$ cat src/rtl/replica_pkg.sv
// Shared types for the replica array iteration controller: command encodings
// broadcast to every replica, the sequencer state encoding and small helpers.
package replica_pkg;

    // Optimisation move selected for the current iteration.
    typedef enum logic [1:0] {
        OPT_NONE = 2'd0,
        OPT_OR   = 2'd1,
        OPT_TWO  = 2'd2
    } opt_command_t;

    // Delta-distance evaluation command.
    typedef enum logic [0:0] {
        DIS_NOP = 1'b0,
        DIS_RUN = 1'b1
    } distance_command_t;

    // Metropolis / ordering-update command; EVEN/ODD select exchange pairing.
    typedef enum logic [1:0] {
        EXC_NOP  = 2'd0,
        EXC_OPT  = 2'd1,
        EXC_EVEN = 2'd2,
        EXC_ODD  = 2'd3
    } exchange_command_t;

    // Sequencer states.
    typedef enum logic [3:0] {
        ST_IDLE   = 4'd0,
        ST_INIT   = 4'd1,
        ST_RAND   = 4'd2,
        ST_DIST   = 4'd3,
        ST_METRO  = 4'd4,
        ST_APPLY  = 4'd5,
        ST_XMETRO = 4'd6,
        ST_XAPPLY = 4'd7,
        ST_FIN    = 4'd8
    } seq_state_t;

    localparam logic [1:0] MODE_OR  = 2'd1;
    localparam logic [1:0] MODE_TWO = 2'd2;

    // Mode 0 and the reserved mode 3 alternate: OR on even counts, 2-opt on odd.
    function automatic opt_command_t opt_select(input logic [1:0] mode,
                                                input logic count_odd);
        opt_command_t sel;
        case (mode)
            MODE_OR:  sel = OPT_OR;
            MODE_TWO: sel = OPT_TWO;
            default:  sel = count_odd ? OPT_TWO : OPT_OR;
        endcase
        return sel;
    endfunction

    // States that consist of one issue cycle followed by a latency wait.
    function automatic logic is_phase(input seq_state_t s);
        logic ph;
        case (s)
            ST_DIST, ST_METRO, ST_APPLY, ST_XMETRO, ST_XAPPLY: ph = 1'b1;
            default:                                           ph = 1'b0;
        endcase
        return ph;
    endfunction

    // Exchange pairing for the current parity: the first exchange of a run is EVEN.
    function automatic exchange_command_t parity_exchange(input logic odd);
        return odd ? EXC_ODD : EXC_EVEN;
    endfunction

endpackage

$ cat src/rtl/replica_sequencer_phase_timer.sv
// Loadable 8-bit down-counter shared by all phased states. The counter holds
// at zero; the zero flag tells the sequencer the current wait is over.
module phase_timer (
    input  logic       clk,
    input  logic       rst_n,
    input  logic       srst,
    input  logic       load,
    input  logic [7:0] load_val,
    output logic       zero
);

    logic [7:0] cnt_r;

    // Count down from the loaded latency and park at zero.
    always_ff @(posedge clk or negedge rst_n) begin
        if (!rst_n) begin
            cnt_r <= 8'd0;
        end else if (srst) begin
            cnt_r <= 8'd0;
        end else if (load) begin
            cnt_r <= load_val;
        end else if (cnt_r != 8'd0) begin
            cnt_r <= cnt_r - 8'd1;
        end else begin
            cnt_r <= cnt_r;
        end
    end

    assign zero = (cnt_r == 8'd0);

endmodule

$ cat src/rtl/replica_sequencer.sv
// Iteration controller for the replica array. Steps every replica in lock-step
// through random draw, distance evaluation, Metropolis decision and ordering
// update, with a periodic even/odd replica exchange. All outputs are registered
// and derived from the next state, so each command appears in the cycle the
// corresponding state is occupied.
module replica_sequencer
    import replica_pkg::*;
#(
    parameter int unsigned DIST_LAT      = 8,
    parameter int unsigned METRO_LAT     = 4,
    parameter int unsigned APPLY_LAT     = 4,
    parameter int unsigned EXCH_INTERVAL = 16
) (
    input  logic              clk,
    input  logic              reset,
    input  logic              start,
    input  logic              seed_load,
    input  logic              stop,
    input  logic [1:0]        opt_mode,
    input  logic [31:0]       iter_num,
    output logic              busy,
    output logic              done,
    output logic [31:0]       iter_count,
    output logic              random_init,
    output logic              random_run,
    output opt_command_t      opt_command,
    output distance_command_t c_distance,
    output exchange_command_t c_metropolis,
    output exchange_command_t c_exchange,
    output logic              rbank
);

    localparam logic [7:0]  DIST_LAT_C  = 8'(DIST_LAT);
    localparam logic [7:0]  METRO_LAT_C = 8'(METRO_LAT);
    localparam logic [7:0]  APPLY_LAT_C = 8'(APPLY_LAT);
    localparam logic [31:0] EXCH_INT_C  = 32'(EXCH_INTERVAL);

    seq_state_t        state_r, state_next_s;
    logic [31:0]       iter_count_r, iter_count_next_s;
    logic [31:0]       iter_num_r, iter_num_next_s;
    logic [31:0]       xcnt_r, xcnt_next_s;
    logic              parity_r, parity_next_s;
    logic              stop_r, stop_next_s;
    logic              rbank_r, rbank_next_s;
    logic              stop_seen_s;
    logic              run_state_s;
    logic              entering_s;

    logic              timer_load_s;
    logic [7:0]        timer_val_s;
    logic              timer_zero_s;
    logic              timer_srst_s;

    logic              busy_r, busy_next_s;
    logic              done_r, done_next_s;
    logic              random_init_r, random_init_next_s;
    logic              random_run_r, random_run_next_s;
    opt_command_t      opt_command_r, opt_command_next_s;
    distance_command_t c_distance_r, c_distance_next_s;
    exchange_command_t c_metropolis_r, c_metropolis_next_s;
    exchange_command_t c_exchange_r, c_exchange_next_s;

    // The wait counter is idle-cleared so every run starts from a known value.
    assign timer_srst_s = (state_r == ST_IDLE);

    phase_timer u_phase_timer (
        .clk      (clk),
        .rst_n    (reset),
        .srst     (timer_srst_s),
        .load     (timer_load_s),
        .load_val (timer_val_s),
        .zero     (timer_zero_s)
    );

    // Next-state, iteration bookkeeping and stop latching.
    always_comb begin
        state_next_s      = state_r;
        iter_count_next_s = iter_count_r;
        iter_num_next_s   = iter_num_r;
        xcnt_next_s       = xcnt_r;
        parity_next_s     = parity_r;
        rbank_next_s      = rbank_r;
        run_state_s       = (state_r != ST_IDLE) && (state_r != ST_FIN);
        stop_seen_s       = stop_r | stop;

        if (stop && run_state_s) begin
            stop_next_s = 1'b1;
        end else begin
            stop_next_s = stop_r;
        end

        case (state_r)
            ST_IDLE: begin
                if (start) begin
                    iter_count_next_s = 32'd0;
                    iter_num_next_s   = iter_num;
                    xcnt_next_s       = 32'd0;
                    parity_next_s     = 1'b0;
                    stop_next_s       = 1'b0;
                    if (iter_num == 32'd0) begin
                        state_next_s = ST_FIN;
                    end else if (seed_load) begin
                        state_next_s = ST_INIT;
                    end else begin
                        state_next_s = ST_RAND;
                    end
                end else begin
                    state_next_s = ST_IDLE;
                end
            end
            ST_INIT: state_next_s = ST_RAND;
            ST_RAND: state_next_s = ST_DIST;
            ST_DIST: begin
                if (timer_zero_s) begin
                    state_next_s = ST_METRO;
                end else begin
                    state_next_s = ST_DIST;
                end
            end
            ST_METRO: begin
                if (timer_zero_s) begin
                    state_next_s = ST_APPLY;
                end else begin
                    state_next_s = ST_METRO;
                end
            end
            ST_APPLY: begin
                if (timer_zero_s) begin
                    rbank_next_s      = ~rbank_r;
                    iter_count_next_s = iter_count_r + 32'd1;
                    if ((xcnt_r + 32'd1) == EXCH_INT_C) begin
                        xcnt_next_s  = 32'd0;
                        state_next_s = ST_XMETRO;
                    end else begin
                        xcnt_next_s = xcnt_r + 32'd1;
                        if (((iter_count_r + 32'd1) == iter_num_r) || stop_seen_s) begin
                            state_next_s = ST_FIN;
                        end else begin
                            state_next_s = ST_RAND;
                        end
                    end
                end else begin
                    state_next_s = ST_APPLY;
                end
            end
            ST_XMETRO: begin
                if (timer_zero_s) begin
                    state_next_s = ST_XAPPLY;
                end else begin
                    state_next_s = ST_XMETRO;
                end
            end
            ST_XAPPLY: begin
                if (timer_zero_s) begin
                    parity_next_s = ~parity_r;
                    if ((iter_count_r == iter_num_r) || stop_seen_s) begin
                        state_next_s = ST_FIN;
                    end else begin
                        state_next_s = ST_RAND;
                    end
                end else begin
                    state_next_s = ST_XAPPLY;
                end
            end
            ST_FIN: begin
                stop_next_s  = 1'b0;
                state_next_s = ST_IDLE;
            end
            default: state_next_s = ST_IDLE;
        endcase
    end

    // Load the shared wait counter with the latency of the phase being entered.
    always_comb begin
        entering_s   = (state_next_s != state_r);
        timer_load_s = 1'b0;
        timer_val_s  = 8'd0;
        if (entering_s && is_phase(state_next_s)) begin
            timer_load_s = 1'b1;
            case (state_next_s)
                ST_DIST:              timer_val_s = DIST_LAT_C;
                ST_METRO, ST_XMETRO:  timer_val_s = METRO_LAT_C;
                ST_APPLY, ST_XAPPLY:  timer_val_s = APPLY_LAT_C;
                default:              timer_val_s = 8'd0;
            endcase
        end else begin
            timer_load_s = 1'b0;
            timer_val_s  = 8'd0;
        end
    end

    // Output values for the state about to be occupied; commands only on entry.
    always_comb begin
        busy_next_s         = (state_next_s != ST_IDLE) && (state_next_s != ST_FIN);
        done_next_s         = (state_next_s == ST_FIN);
        random_init_next_s  = (state_next_s == ST_INIT);
        random_run_next_s   = (state_next_s == ST_RAND);
        c_distance_next_s   = DIS_NOP;
        c_metropolis_next_s = EXC_NOP;
        c_exchange_next_s   = EXC_NOP;
        opt_command_next_s  = OPT_NONE;

        if (entering_s) begin
            case (state_next_s)
                ST_DIST:   c_distance_next_s   = DIS_RUN;
                ST_METRO:  c_metropolis_next_s = EXC_OPT;
                ST_APPLY:  c_exchange_next_s   = EXC_OPT;
                ST_XMETRO: c_metropolis_next_s = parity_exchange(parity_r);
                ST_XAPPLY: c_exchange_next_s   = parity_exchange(parity_r);
                default:   c_distance_next_s   = DIS_NOP;
            endcase
        end else begin
            c_distance_next_s = DIS_NOP;
        end

        // The move type is chosen from the count the new iteration starts with.
        case (state_next_s)
            ST_RAND:                     opt_command_next_s = opt_select(opt_mode, iter_count_next_s[0]);
            ST_DIST, ST_METRO, ST_APPLY: opt_command_next_s = opt_command_r;
            default:                     opt_command_next_s = OPT_NONE;
        endcase
    end

    // Sequencer state and per-run bookkeeping registers.
    always_ff @(posedge clk or negedge reset) begin
        if (!reset) begin
            state_r      <= ST_IDLE;
            iter_count_r <= 32'd0;
            iter_num_r   <= 32'd0;
            xcnt_r       <= 32'd0;
            parity_r     <= 1'b0;
            stop_r       <= 1'b0;
            rbank_r      <= 1'b0;
        end else begin
            state_r      <= state_next_s;
            iter_count_r <= iter_count_next_s;
            iter_num_r   <= iter_num_next_s;
            xcnt_r       <= xcnt_next_s;
            parity_r     <= parity_next_s;
            stop_r       <= stop_next_s;
            rbank_r      <= rbank_next_s;
        end
    end

    // Registered command and status outputs.
    always_ff @(posedge clk or negedge reset) begin
        if (!reset) begin
            busy_r         <= 1'b0;
            done_r         <= 1'b0;
            random_init_r  <= 1'b0;
            random_run_r   <= 1'b0;
            opt_command_r  <= OPT_NONE;
            c_distance_r   <= DIS_NOP;
            c_metropolis_r <= EXC_NOP;
            c_exchange_r   <= EXC_NOP;
        end else begin
            busy_r         <= busy_next_s;
            done_r         <= done_next_s;
            random_init_r  <= random_init_next_s;
            random_run_r   <= random_run_next_s;
            opt_command_r  <= opt_command_next_s;
            c_distance_r   <= c_distance_next_s;
            c_metropolis_r <= c_metropolis_next_s;
            c_exchange_r   <= c_exchange_next_s;
        end
    end

    assign busy         = busy_r;
    assign done         = done_r;
    assign iter_count   = iter_count_r;
    assign random_init  = random_init_r;
    assign random_run   = random_run_r;
    assign opt_command  = opt_command_r;
    assign c_distance   = c_distance_r;
    assign c_metropolis = c_metropolis_r;
    assign c_exchange   = c_exchange_r;
    assign rbank        = rbank_r;

endmodule

$ cat config.mk
export PLATFORM = sky130hd
export DESIGN_NAME = replica_sequencer
export DESIGN_NICKNAME = d
export VERILOG_FILES = /design/src/rtl/replica_pkg.sv /design/src/rtl/replica_sequencer_phase_timer.sv /design/src/rtl/replica_sequencer.sv
export SDC_FILE = /design/constraint.sdc
export NUM_CORES = 1
export LEC_CHECK = 0
export CORE_UTILIZATION = 50
export CTS_CLUSTER_DIAMETER = 150
export DETAILED_ROUTE_END_ITERATION = 12
export GPL_TIMING_DRIVEN = 0
export PLACE_DENSITY = 0.75
export SYNTH_ARGS = -nofsm -noshare
export SYNTH_HDL_FRONTEND = slang
export SYNTH_SLANG_ARGS = --single-unit
$ cat constraint.sdc
create_clock -name clk -period 9.4 [get_ports clk]
set_input_delay 2.35 -clock clk [delete_from_list [all_inputs] [get_ports clk]]
set_output_delay 2.35 -clock clk [all_outputs]
set_load 0.05 [all_outputs]
# After elaboration in Yosys (flattened, before gate mapping)
# Index checks and enable logic that the tools add are counted.
# totals
register_bits,122
in_bits,39
output_inout_bits,44
# op_classes
add_sub_neg,3
n_eq_ne,27
muxes,42
bitwise_logic,3
reduce_logical,22
# ops
cell,count
two-way mux 32 bit,5
case mux 32 bit (2 select lines),2
"adder 32 x 1 -> 32 bit, second input constant",2
== test 32 bit,2
"== test 32 x 5 -> 1 bit, second input constant",1
"== test 4 x 3 -> 1 bit, second input constant",8
zero test 32 bit,1
two-way mux 8 bit,4
case mux 4 bit (8 select lines),1
two-way mux 4 bit,7
"== test 4 x 2 -> 1 bit, second input constant",4
case mux 2 bit (2 select lines),4
two-way mux 1 bit,11
"== test 4 x 1 -> 1 bit, second input constant",2
"== test 4 bit, second input constant",2
zero test 8 bit,1
two-way mux 2 bit,4
"!= test 4 bit, second input constant",2
case mux 4 bit (2 select lines),1
nonzero test 4 bit,2
nonzero test 8 bit,1
"subtractor 8 x 1 -> 8 bit, second input constant",1
"!= test 2 bit, second input constant",3
AND reduction 3 bit,2
16 further kinds,24

# Longest topological paths before layout
# depth
word_depth,14
mapped_depth,13
mapped_depth_nobuf,11

# Hierarchy
# A second synthesis with hierarchy kept.
# unflattened
hier_cells,959
hier_area_um2,8036.5
# modules_own_cells
mod,instances,cells_per_inst,area_per_inst_um2
replica_sequencer,1,906,7527.2
phase_timer,1,53,509.2

# Worst setup path after synthesis
# No wires, ideal clock.
# synth_path
kind,input -> register
startpoint,in iter_num[24]
endpoint,reg u_phase_timer.cnt_r[6]
setup_ps,140
arrival_ps,3955
required_ps,9260
setup_slack_ps,5305
path_stages,9
path_buffers,0
cell_sequence,nor4_1 > nand4_1 > nor2_1 > o31ai_1 > a21o_2 > a21oi_1 > o32ai_1 > a211oi_2 > a22oi_1
# synth_between
elab_chain_cells,11
# synth_rtl
element,line,rtl
from (decl),replica_sequencer.sv:20,"input logic [31:0] iter_num,"
zero test 32 bit (*),replica_sequencer.sv:100,if (iter_num == 32'd0) begin
two-way mux 4 bit (*),replica_sequencer.sv:100,
two-way mux 4 bit (*),replica_sequencer.sv:94,if (start) begin
case mux 4 bit (8 select lines) (*),replica_sequencer.sv:92,case (state_r)
== test 4 x 2 -> 1 bit or == test 4 x 3 -> 1 bit (tied branches),replica_pkg.sv:57,case (s)
OR reduction 5 bit,replica_pkg.sv:57,
two-way mux 1 bit,replica_pkg.sv:57,
logical AND 1 bit (*),replica_sequencer.sv:178,if (entering_s && is_phase(state_next_s)) begin
two-way mux 1 bit (*),replica_sequencer.sv:178,
two-way mux 8 bit,replica_sequencer_phase_timer.sv:20,end else if (load) begin
two-way mux 8 bit,replica_sequencer_phase_timer.sv:18,end else if (srst) begin
to (signal assigned),replica_sequencer_phase_timer.sv:21,cnt_r <= load_val;
to (signal assigned),replica_sequencer_phase_timer.sv:23,cnt_r <= cnt_r - 8'd1;
to (signal assigned),replica_sequencer_phase_timer.sv:25,cnt_r <= cnt_r;
to (decl),replica_sequencer_phase_timer.sv:12,logic [7:0] cnt_r;
# Every way passes the cells marked *; elsewhere a longest branch is shown, timed or not.
# A chain may end at the register's enable or synchronous reset.

# Worst setup path after layout
# layout_path
startpoint,in iter_num[25]
endpoint,reg u_phase_timer.cnt_r[6]
# The elaborated chain is that of the path after synthesis.

==> run_results.csv <==
group,metric,value,unit
outcome,outcome,"completed",
final_layout,antennaDiodeCount,0,
synth,synth_edf_count,0,
synth,synth-main-ff-cell,"dfrtp_1",
global_routing,grt_first_pass_wirelength,36180,um
power,clkPwrFrac,19.9,%
placement,place_congestion,0.9498,
cts,clock_path_buffers,2,
global_routing,grt_max_degree,64,
sta,drv_slew,0,
setup_path,endpoint_kind,"flop",
sta,setup_tns,0,ps
power,p_leak,3.833,nW
cts,hold_buffers,0,
cts,ctsResizeCount,0,
final_layout,final_core_util,62.54,%
sta,clock.fmax,210.0,MHz
final_layout,fillers,1320,
route,vias,7510,
sta,grt_setup_unrepaired,"false",
synth,synth_nets,981,
floorplanning,core.rowCount,45,
route,routedWlPerCell,17.64,um
synth,syn_avg_cell_area,8.363,um^2
sta,finalWorstSetupSlack,4639,ps
global_routing,antenna_found_initial,0,
cts,postCtsSetupBuffers,0,
route,wirelength,22280,um
synth,synthCells,936,
placement,dp_cells,1230,
synth,ys_async_sr_fraction,100.0,%
cts,htree_levels,4,
sta,relSlewSlack,17.69,%
setup_path,critPathRequiredTime,9690,ps
placement,pre_cts_ws,4236,ps
synth,synth_seq_cells,122,
job,drv_cap,0,
synth,yosysWarnings,0,
final_layout,layout_common_cells,"nand2_1 (166), dfrtp_1 (122), clkdlybuf4s50_1 (81)",
power,seqPwrFrac,29.9,%
final_layout,areaGrowthSynthToFinish,21.91,%
setup_path,crit_arrival,5050,ps
sta,hold_viol_final,0,
cts,cts_tree,"done",
route,dr.pass1.iters,5,
power,p_switching,1.564,mW
global_routing,use_met2,46.09,%
floorplanning,initial_utilization,51.30,%
sta,fin_crit_sh,50.65,%
global_routing,grt_pass1_vias,6967,
final_layout,multi_input_area,4412,um^2
setup_path,cp_max_fo,6,
global_routing,grtUsageMet1,38.55,%
final_layout,drive_above_1_share,8.175,%
final_layout,nets,1084,
sta,period_minus_slack,4761,ps
global_routing,busiest_layer,"met2",
synth,syn_area,7828,um^2
sta,finalSetupViolCount,0,
sta,worst_pin_slew,1223,ps
route,vias_per_cell,5.946,
final_layout,final_cells,1263,
global_routing,overflow,0,
power,power_density,354.7,nW/um^2
cts,cts-root-buf,"clkbuf_16",
global_routing,grt_use_total,28.81,%
setup_path,crit_type,"in -> reg",
route,ant_nets,0,
power,sw_frac_of_total,46.19,%
placement,io_buffers,82,
power,p_int,1.821,mW
power,peakVddDrop,261.8,uV
route,remaining_drc_errors,0,
global_routing,grt_util_met3,5.737,%
hold_path,holdPathStages,1,
floorplanning,dieArea,16160,um^2
cts,clk_latency,430,ps
floorplanning,ios,83,
synth,ys_seq_area_share,39.00,%
power,total_power,3.385,mW
final_layout,seqCellArea,3053,um^2
sta,fin_skew,12.12,ps
placement,dp_hpwl,16110,um
floorplanning,design.core.area,15260,um^2
cts,cts_sinks,122,
final_layout,final_common_cell,"nand2_1",
power,combPwrFrac,50.1,%
synth,ys_types,79,
route,drt_iter0_markers,704,
setup_path,r2r_cells,10,
floorplanning,chipHeight,127.1,um
cts,cts_buffers,17,
cts,clk_pin_slew_worst_paths,60,ps
setup_path,start_kind,"input pin",
hold_path,hold_path_class,"reg -> reg",
floorplanning,die_x,127.1,um
[layout make-up]
cell class              count  area share [%]
well taps                 211           2.766
repair buffers             84           8.955
clock buffers              21           4.720
flip-flops and latches    122           31.99
clock inverters            11           1.534
inverters                  18          0.7080
plain buffers              59           3.094
multi-input cells         737           46.23
[per-stage QoR]
stage                     instance area [um^2]  hold WS, ps
after floorplan                           7828        456.5
after global placement                    8912        459.3
after detailed placement                  8941        467.3
after CTS                                 9538        474.8
after global routing                      9543        489.2
final                                     9543        466.9
[registers in the layout, summed over array words and instances (netlist names), 2 cells and up]
register             cells
c_exchange               2
u_phase_timer.cnt_r      8
c_metropolis             2
iter_num_r              32
iter_count              32
xcnt_r                  32
opt_command              2
state_r                  4
[kinds of logic after synthesis]
group	count (synthesis)	synth area share, %
DFF	122	39.00
muxes	6	0.7833
buffers and inverters	77	4.635
AOI/OAI and AO/OA	195	16.29
and+or+nand+nor	449	29.27
adders and majority gates	6	0.9591
xor gates and xnor gates	81	9.063
[worst paths after layout]
path / start / end / slack (ps)
worst max-delay path: iter_num[25] / u_phase_timer.cnt_r[6]$_DFFE_PN0P_ / 4640
worst max register to register: iter_count[0]$_DFF_PN0_ / c_exchange[0]$_DFF_PN0_ / 4690
worst min register to register: rbank$_DFFE_PN0P_ / rbank$_DFFE_PN0P_ / 470
min in group asynchronous: reset / xcnt_r[8]$_DFFE_PN0P_ / 1900
max in group asynchronous: reset / iter_num_r[8]$_DFFE_PN0P_ / 6800
worst min-delay path: rbank$_DFFE_PN0P_ / rbank$_DFFE_PN0P_ / 470
[worst max-delay path, cell delays in order]
cell	delay, ps
clkdlybuf4s50_1	420
nor4_1	340
nand4_1	340
nor2_1	250
o31ai_1	130
a21o_2	220
a21oi_1	220
o32ai_1	120
a211oi_2	500
a22oi_1	170
[synth_stat cells, types with 4 or more instances]
| library cell | count | area, um^2 |
|---|---|---|
| o21ai_0 | 68 | 340.3 |
| nor4_1 | 23 | 143.9 |
| clkbuf_2 | 4 | 20.02 |
| a31oi_1 | 6 | 37.54 |
| clkbuf_1 | 34 | 127.6 |
| nor3_1 | 31 | 155.2 |
| nand4_1 | 39 | 244.0 |
| ha_1 | 6 | 75.07 |
| xnor2_1 | 47 | 411.6 |
| inv_1 | 18 | 67.56 |
| nor4_2 | 4 | 50.05 |
| nand4b_1 | 4 | 35.03 |
| o211ai_1 | 7 | 52.55 |
| a311o_1 | 4 | 40.04 |
| and3_1 | 10 | 62.56 |
| mux2i_1 | 5 | 50.05 |
| nor2_1 | 65 | 244.0 |
| and2_1 | 8 | 50.05 |
| xor2_1 | 34 | 297.8 |
| a211oi_1 | 6 | 45.04 |
| nand2_1 | 166 | 623.1 |
| a21oi_1 | 36 | 180.2 |
| nand3_1 | 39 | 195.2 |
| nor2b_1 | 5 | 31.28 |
| or2_2 | 4 | 25.02 |
| nand2b_1 | 7 | 43.79 |
| o41ai_1 | 5 | 43.79 |
| dfrtp_1 | 122 | 3053 |
| and4_1 | 6 | 52.55 |
| or3_1 | 6 | 37.54 |
| o31ai_1 | 27 | 202.7 |
| buf_2 | 10 | 50.05 |
| or4_1 | 4 | 30.03 |
[per-layer routing]
metal / up-vias / part of all wire, %
li1: 3596 / -
met3: 50 / 5.5
met2: 270 / 48
met5: - / 0
met1: 3594 / 44
met4: 0 / 2.5
[power by group through the flow]
| stage | combinational, mW | sequential [mW] | clock [mW] |
|---|---|---|---|
| global placement | 1.65 | 1.01 | 0 |
| CTS | 1.69 | 1.01 | 0.684 |
| global route | 1.84 | 1.05 | 0.704 |
| floorplan | 0.969 | 1.22 | 0 |
| finish | 1.70 | 1.01 | 0.675 |
| detailed placement | 1.67 | 1.01 | 0 |
(Power assumes the default switching activity.)
